### src/rtl/sim_pkg.sv
// Shared definitions for the simulation controller: FSM state encoding,
// dump beat kinds and the default tohost address.
package sim_pkg;

  typedef enum logic [2:0] {
    HOLD      = 3'd0,
    RUN       = 3'd1,
    DUMP_REGS = 3'd2,
    DUMP_MEM  = 3'd3,
    DONE      = 3'd4
  } state_t;

  localparam logic DUMP_KIND_REG = 1'b0;
  localparam logic DUMP_KIND_MEM = 1'b1;

  localparam logic [31:0] DEFAULT_TOHOST_ADDR = 32'h0000_3FFC;

  // Width of the beat index carried on the dump stream.
  localparam int DUMP_IDX_W = 16;

endpackage

### src/rtl/sim_dump_seq.sv
// Index sequencer with a valid/ready handshake. A start pulse restarts it at
// index 0; it then walks up to last_idx, advancing one step per accepted beat.
module sim_dump_seq #(
  parameter int IDX_W = 16
) (
  input  logic             clk,
  input  logic             rst,
  input  logic             start,
  input  logic [IDX_W-1:0] last_idx,
  input  logic             ready,
  output logic             valid,
  output logic [IDX_W-1:0] index,
  output logic             last_xfer
);

  logic [IDX_W-1:0] limit;

  assign last_xfer = valid && ready && (index == limit);

  // A start in the same cycle as the final transfer re-arms the sequencer,
  // so back-to-back phases run with no idle beat between them.
  always_ff @(posedge clk) begin
    // NOTE: non-blocking assignments so every register samples pre-edge values.
    if (rst) begin
      valid <= 1'b0;
      index <= '0;
      limit <= '0;
    end else if (start) begin
      valid <= 1'b1;
      index <= '0;
      limit <= last_idx;
    end else if (valid && ready) begin
      if (index == limit) begin
        valid <= 1'b0;
      end else begin
        index <= index + 1'b1;
      end
    end
  end

endmodule

### src/rtl/sim_ctrl.sv
// Simulation controller: holds the core in reset, runs it until a tohost store
// or a timeout, then streams out the register file and the low data memory.
module sim_ctrl
  import sim_pkg::*;
#(
  parameter int              XLEN           = 32,
  parameter int              NUM_REGS       = 32,
  parameter int              MEM_WORDS      = 4096,
  parameter int              DUMP_WORDS     = 4096,
  parameter int              RESET_CYCLES   = 4,
  parameter int              TIMEOUT_CYCLES = 10000,
  parameter logic [XLEN-1:0] TOHOST_ADDR    = XLEN'(DEFAULT_TOHOST_ADDR)
) (
  input  logic                         clk,
  input  logic                         rst,
  output logic                         core_rst,
  input  logic                         mem_we,
  input  logic [XLEN-1:0]              mem_addr,
  input  logic [XLEN-1:0]              mem_wdata,
  output logic [$clog2(NUM_REGS)-1:0]  reg_raddr,
  input  logic [XLEN-1:0]              reg_rdata,
  output logic [$clog2(MEM_WORDS)-1:0] dmem_raddr,
  input  logic [XLEN-1:0]              dmem_rdata,
  output logic                         dump_valid,
  input  logic                         dump_ready,
  output logic                         dump_kind,
  output logic [15:0]                  dump_index,
  output logic [XLEN-1:0]              dump_data,
  output logic                         done,
  output logic                         pass,
  output logic                         timeout,
  output logic [XLEN-1:0]              exit_code,
  output logic [31:0]                  cycle_count
);

  localparam int RA_W = $clog2(NUM_REGS);
  localparam int MA_W = $clog2(MEM_WORDS);

  state_t                state;
  logic [31:0]           hold_cnt;
  logic                  tohost_hit;
  logic                  timeout_hit;
  logic                  seq_start;
  logic [DUMP_IDX_W-1:0] seq_last_idx;
  logic                  seq_valid;
  logic [DUMP_IDX_W-1:0] seq_idx;
  logic                  seq_last;

  assign tohost_hit  = (state == RUN) && mem_we && (mem_addr == TOHOST_ADDR);
  assign timeout_hit = (state == RUN) && (cycle_count == 32'(TIMEOUT_CYCLES - 1));

  // The sequencer is started once for the register phase and once more on
  // the final register transfer for the memory phase.
  always_comb begin
    // NOTE: defaults first so no path leaves a signal unassigned (no latch).
    seq_start    = 1'b0;
    seq_last_idx = DUMP_IDX_W'(NUM_REGS - 1);
    if (tohost_hit || timeout_hit) begin
      seq_start = 1'b1;
    end else if ((state == DUMP_REGS) && seq_last) begin
      seq_start    = 1'b1;
      seq_last_idx = DUMP_IDX_W'(DUMP_WORDS - 1);
    end
  end

  sim_dump_seq #(
    .IDX_W(DUMP_IDX_W)
  ) u_dump_seq (
    .clk      (clk),
    .rst      (rst),
    .start    (seq_start),
    .last_idx (seq_last_idx),
    .ready    (dump_ready),
    .valid    (seq_valid),
    .index    (seq_idx),
    .last_xfer(seq_last)
  );

  assign dump_valid = seq_valid;
  assign dump_index = seq_idx;
  assign reg_raddr  = (state == DUMP_REGS) ? seq_idx[RA_W-1:0] : '0;
  assign dmem_raddr = (state == DUMP_MEM)  ? seq_idx[MA_W-1:0] : '0;

  // Read data is combinational from the frozen core, so it stays stable
  // for as long as the index is held.
  assign dump_data = (dump_kind == DUMP_KIND_MEM) ? dmem_rdata : reg_rdata;

  always_ff @(posedge clk) begin
    if (rst) begin
      state       <= HOLD;
      hold_cnt    <= '0;
      core_rst    <= 1'b1;
      dump_kind   <= DUMP_KIND_REG;
      done        <= 1'b0;
      pass        <= 1'b0;
      timeout     <= 1'b0;
      exit_code   <= '0;
      cycle_count <= '0;
    end else begin
      case (state)
        HOLD: begin
          if (hold_cnt == 32'(RESET_CYCLES - 1)) begin
            state    <= RUN;
            core_rst <= 1'b0;
          end else begin
            hold_cnt <= hold_cnt + 32'd1;
          end
        end

        RUN: begin
          // A tohost store takes priority over a timeout in the same cycle;
          // the terminating cycle leaves cycle_count at its current value.
          if (tohost_hit) begin
            exit_code <= mem_wdata;
            pass      <= (mem_wdata == XLEN'(1));
            state     <= DUMP_REGS;
            core_rst  <= 1'b1;
            dump_kind <= DUMP_KIND_REG;
          end else if (timeout_hit) begin
            timeout   <= 1'b1;
            pass      <= 1'b0;
            state     <= DUMP_REGS;
            core_rst  <= 1'b1;
            dump_kind <= DUMP_KIND_REG;
          end else if (cycle_count != '1) begin
            cycle_count <= cycle_count + 32'd1;
          end
        end

        DUMP_REGS: begin
          if (seq_last) begin
            state     <= DUMP_MEM;
            dump_kind <= DUMP_KIND_MEM;
          end
        end

        DUMP_MEM: begin
          if (seq_last) begin
            state <= DONE;
            done  <= 1'b1;
          end
        end

        DONE: begin
          done <= 1'b1;
        end

        default: begin
          state    <= HOLD;
          hold_cnt <= '0;
          core_rst <= 1'b1;
        end
      endcase
    end
  end

endmodule
### config.mk
export PLATFORM = sky130hd
export DESIGN_NAME = sim_ctrl
export DESIGN_NICKNAME = d
export VERILOG_FILES = /design/src/rtl/sim_pkg.sv /design/src/rtl/sim_dump_seq.sv /design/src/rtl/sim_ctrl.sv
export SDC_FILE = /design/constraint.sdc
export NUM_CORES = 1
export LEC_CHECK = 0
export BUFFER_PORTS_ARGS = -buffer_cell sky130_fd_sc_hd__buf_2
export CELL_PAD_IN_SITES_DETAIL_PLACEMENT = 1
export CELL_PAD_IN_SITES_GLOBAL_PLACEMENT = 2
export CORE_AREA = 2 2 159 161
export DETAILED_ROUTE_END_ITERATION = 8
export DIE_AREA = 0 0 161 163
export GPL_ROUTABILITY_DRIVEN = 0
export PLACE_DENSITY_LB_ADDON = 0.12
export SLEW_MARGIN = 20
export SYNTH_ARGS = -nofsm -noshare
export SYNTH_HDL_FRONTEND = slang
export SYNTH_SLANG_ARGS = --single-unit
### constraint.sdc
create_clock -name clk -period 3.15 [get_ports clk]
set_clock_uncertainty 0.2 [all_clocks]
set_input_delay 0.4725 -clock clk [delete_from_list [all_inputs] [get_ports clk]]
set_output_delay 0.4725 -clock clk [all_outputs]
set_load 0.02 [all_outputs]
* Word level (Yosys, flattened, before mapping)
Index checks and enable logic that the tools add are counted.
** Word-level totals
- Bits in registers :: 137
- Input port bits :: 132
- Output and inout bits :: 135
- Logic and storage cells :: 91
** Operators by class
- Add/subtract/negate cells :: 3
- Equal/unequal tests :: 15
- Multiplexer cells :: 28
- Bitwise operators :: 6
- Reduce and logical (&&, ||, !) cells :: 27
** Operators by type and width (count)
- 32-bit by 1-bit adder with 32-bit output, second input constant :: 2
- 32-bit by 14-bit == test with 1-bit output, second input constant :: 2
- 32-bit 2-to-1 mux :: 2
- 32-bit case mux with 2 select lines :: 1
- 32-bit by 1-bit == test with 1-bit output, second input constant :: 1
- 32-bit by 2-bit == test with 1-bit output, second input constant :: 1
- 32-bit != test, second input constant :: 1
- 12-bit 2-to-1 mux :: 2
- 16-bit by 1-bit adder with 16-bit output, second input constant :: 1
- 16-bit == test :: 1
- 16-bit 2-to-1 mux :: 1
- 3-bit 2-to-1 mux :: 5
- 3-bit case mux with 5 select lines :: 1
- 1-bit 2-to-1 mux :: 12
- 2-bit AND reduction :: 6
- 2-bit nonzero test :: 5
- 3-bit AND reduction :: 3
- 2-bit != test, second input constant :: 4
- 3-bit by 2-bit == test with 1-bit output, second input constant :: 2
- 1-bit logical AND :: 6
- 1-bit NOT :: 6
- 5-bit 2-to-1 mux :: 1
- 5-bit AND reduction :: 1
- 1-bit case mux with 2 select lines :: 2
- 10 further kinds :: 10

* Longest topological paths before layout
- Word-level depth :: 7
- Mapped depth :: 10
- Depth with buffers taken out :: 7

* By module
A second synthesis with hierarchy kept.
** Unflattened totals
- Cell total of the unflattened synthesis :: 838
- Area total of the unflattened synthesis :: 7096.8 µm²
** Modules (own cells, without submodules)
- sim_ctrl :: times used 1, cells an instance 664, area an instance 5444.0 µm²
- sim_dump_seq :: times used 1, cells an instance 174, area an instance 1652.8 µm²

* Least setup slack after synthesis
OpenSTA, ideal clock, no wires.
- Path type :: reg-to-reg
- From :: register cycle_count[0]
- To :: register cycle_count[21]
- Arrival :: 2278 ps
- Required time :: 2829 ps
- Path slack :: 551 ps
- Stages on the path, launching flop included :: 9
- Path buffers :: 1
- Period minus slack after synthesis :: 2599 ps
- Cell sequence :: dfxtp_1 ha_1 and4_1 nand4_1 nor2_1 or4_4 buf_6 nor4_1 mux2_2
** On the way
- Word-level cells in the longest chain between the ends :: 4
- Elaborated cells on any way between the ends :: 6
** Ends and longest elaborated chain
- start, declared :: line sim_ctrl.sv:33 : output logic [31:0] cycle_count
- start signal, assigned :: line sim_ctrl.sv:126 : cycle_count <= cycle_count + 32'd1;
- branches (longest 4 deep; another with 32-bit by 1-bit adder with 32-bit output)
Several ways; the timed one is not identified.
A chain may end at the register's enable or synchronous reset.

* Final worst setup path
- From :: register state[2]
- To :: output port reg_raddr[1]
** On the way
- Word-level cells in the longest chain between the ends :: 2
** Ends and longest elaborated chain
- start, declared :: line sim_ctrl.sv:39 : state_t state;
- start signal, assigned :: line sim_ctrl.sv:90 : state <= HOLD;
- start signal, assigned :: line sim_ctrl.sv:103 : state <= RUN;
- start signal, assigned :: line sim_ctrl.sv:116 : state <= DUMP_REGS;
- 3-bit by 2-bit == test with 1-bit output :: line sim_ctrl.sv:81 : assign reg_raddr = (state == DUMP_REGS) ? seq_idx[RA_W-1:0] : '0;
- 5-bit 2-to-1 mux :: line sim_ctrl.sv:81
- end, declared :: line sim_ctrl.sv:20 : output logic [$clog2(NUM_REGS)-1:0] reg_raddr,
Every way passes these cells.

==> metrics.csv <==
metric,value,unit
status,finished clean,
peak supply drop,0.290,mV
"Slew Viols, Final",0,
"most common cell after layout, fill and taps aside",buf_2,
post-cts resize count,0,
die width,161,µm
via count,6906,
CP startpoint,state[2],
total CTS buffers,17,
post-detail-place hpwl,18600,µm
Core Area,24700,µm²
clock sink count,123,
Leak Pwr,3.66,nW
Syn Area/Cell,8.06,µm²
fin crit share,88.2,%
"Seq/Total Area, Yosys",37.9,%
r2r startpoint,cycle_count[0],
worst hold path startpoint,mem_wdata[8],
vias per inst,4.89,
Site Rows,58,
CP required,2.48,ns
CTS tree,built,
Post-Route WL,24500,µm
DR iter-0 viols,297,
synthesized area,6500,µm²
Post-DP Area,8240,µm²
All-Layer GR Usage,18.2,%
final setup fails,0,
die area,26200,µm²
HP Class,input pin to flop,
largest family of logic cells by synthesized area,simple AND/OR/NAND/NOR gates,
largest net degree at the start of global routing,45,
Cell Pwr Density,448,nW/µm²
hold_buf cts,0,
library cells used by synthesis,53,
drt wl/cell,17.3,µm
max cap viols,0,
Die Y,163,µm
antenna cell count,0,
relative slew slack,61.2,%
crit path DAT,2.10,ns
Setup CP Type,flop to output port,
Layout area overhead,35.8,%
syn_nets,942,
"Core Util, Final",35.8,%
ys flop type,dfxtp_1,
setup_tns,0,ns
post-synthesis mux area share,8.89,%
Synth warnings,0,
Adder-Cell Fraction of Synth Area,0.577,%
Mapped Cells,807,
measured slew at the worst slew-check pin,0.582,ns
min Tclk post-route,2.78,ns
Final Hold Viols,0,
Worst-Skew Late Latency,0.42,ns
# nets final,1204,
first-pass GRT wire length,37800,µm
RSZ-0062 raised after global routing,no,
register bit total from synthesis,123,
Worst Setup Start Kind,flop,
Post-Synth Simple-Gate Area,33.5,%
share of cells above drive strength 1,35.8,%
"Setup Fix Bufs, Post-CTS",0,
# IOs,267,
GRT overflow,0,
fmax,360,MHz
design area,8830,µm²
CTS Buffer Depth,2,
Synth Area in XOR/XNOR,3.50,%
CTS Root Buffer Type,clkbuf_16,
antenna violations before repair,1,
Critical Path End Type,output port,
async set or reset register ratio after synthesis,0,%
Clock transition at path regs,0.07,ns
number of global-route vias before repair,6705,
Initial DRT Pass Iterations,4,
"antenna viol nets, final",0,
drc violations,0,
"EDFF count, synth",0,
Synth Area in Compound Gates,11.5,%
H-Tree Depth,4,
Critical Path Fanout Max,16,
starting density of the core,26.4,%
most frequent cells in the layout,"265 x buf_2, 123 x dfxtp_1, 115 x nand2_1",
Port Buf Inserts,266,
worst max-delay path, cell delays in order, from the launching register on:
cell	delay [ns]
dfxtp_1	0.34
buf_4	0.20
inv_1	0.20
nand2_1	0.14
nor2_1	0.45
and2_1	0.20
buf_2	0.16
Yosys cell counts, types with 3 or more instances:
library cell	count	area share [%]
o21ai_0	18	1.4
and3_1	10	0.96
or2_2	3	0.29
or4_1	16	1.8
nor2b_1	15	1.4
ha_1	3	0.58
nand3_1	34	2.6
o31ai_1	13	1.5
and4_1	5	0.67
nor3_1	19	1.5
nand2b_1	11	1.1
or3_1	12	1.2
nor4_1	32	3.1
nor4b_1	9	1.2
mux2i_1	6	0.92
xor2_1	14	1.9
o211ai_1	3	0.35
buf_4	3	0.35
inv_1	10	0.58
nand4_1	27	2.6
buf_6	3	0.52
dfxtp_1	123	38
nand2_1	115	6.6
xnor2_1	12	1.6
nor2_1	72	4.2
a21oi_1	71	5.5
buf_2	8	0.62
a31oi_1	8	0.77
mux2_2	46	8.0
and2_1	20	1.9
a31o_2	6	0.81
clkbuf_1	34	2.0
layout make-up:
type | count | area (µm²)
clock buffer | 17 | 425
clock inverter | 15 | 165
fill | 3091 | 15800
inverter | 10 | 37.5
timing repair buffer | 292 | 1550
multi-input combinational | 625 | 3780
tap | 330 | 413
sequential | 123 | 2460
metrics by stage:
step / total power [W] / hold WS, ns / setup slack, ns / instances
6_report: 0.00395 / 0.0965 / 0.373 / 1412
3_5_place_dp: 0.00201 / 0.242 / 0.299 / 1380
5_1_grt: 0.00412 / 0.0829 / 0.206 / 1412
4_1_cts: 0.00402 / 0.0785 / 0.381 / 1412
2_1_floorplan: 0.00183 / 0.246 / 0.551 / 807
3_3_place_gp: 0.00200 / 0.237 / 0.365 / 1380
power by group:
part           internal [W]  switching, W
Sequential          0.00158     0.0000216
Clock               0.00118      0.000808
Combinational      0.000160      0.000211
path summary, 6_finish.rpt:
check	end	slack, ns	cells past startpoint
worst max-delay path	reg_raddr[1]	0.37	6
worst min-delay path	exit_code[8]	0.1	3
worst max register to register	cycle_count[21]	0.47	7
worst min register to register	exit_code[8]	0.25	2
flip-flops by register name, summed over array words and instances (netlist names):
| signal | count |
|---|---|
| exit_code | 32 |
| done | 1 |
| state | 3 |
| core_rst | 1 |
| u_dump_seq.limit | 2 |
| pass | 1 |
| hold_cnt | 32 |
| cycle_count | 32 |
| timeout | 1 |
| dump_kind | 1 |
| u_dump_seq.valid | 1 |
| u_dump_seq.index | 16 |
routing by layer:
metal,share of wire (%),GRT usage [%],routed length [µm]
met3,4.5,4.13,1100
met1,48,25.4,11800
met4,1.3,5.15,329
met2,46,28.1,11200
met5,0.045,0,11
kinds of logic (layout without fill, tap and decap cells):
family	count (synthesis)	in the layout
DFF	123	123
xor gates and xnor gates	26	26
muxes	52	52
adders and majority gates	3	3
and+or+nand+nor	416	416
AOI/OAI and AO/OA	128	128
buffers and inverters	59	334
Note: power is estimated with default switching activity, not from simulation.
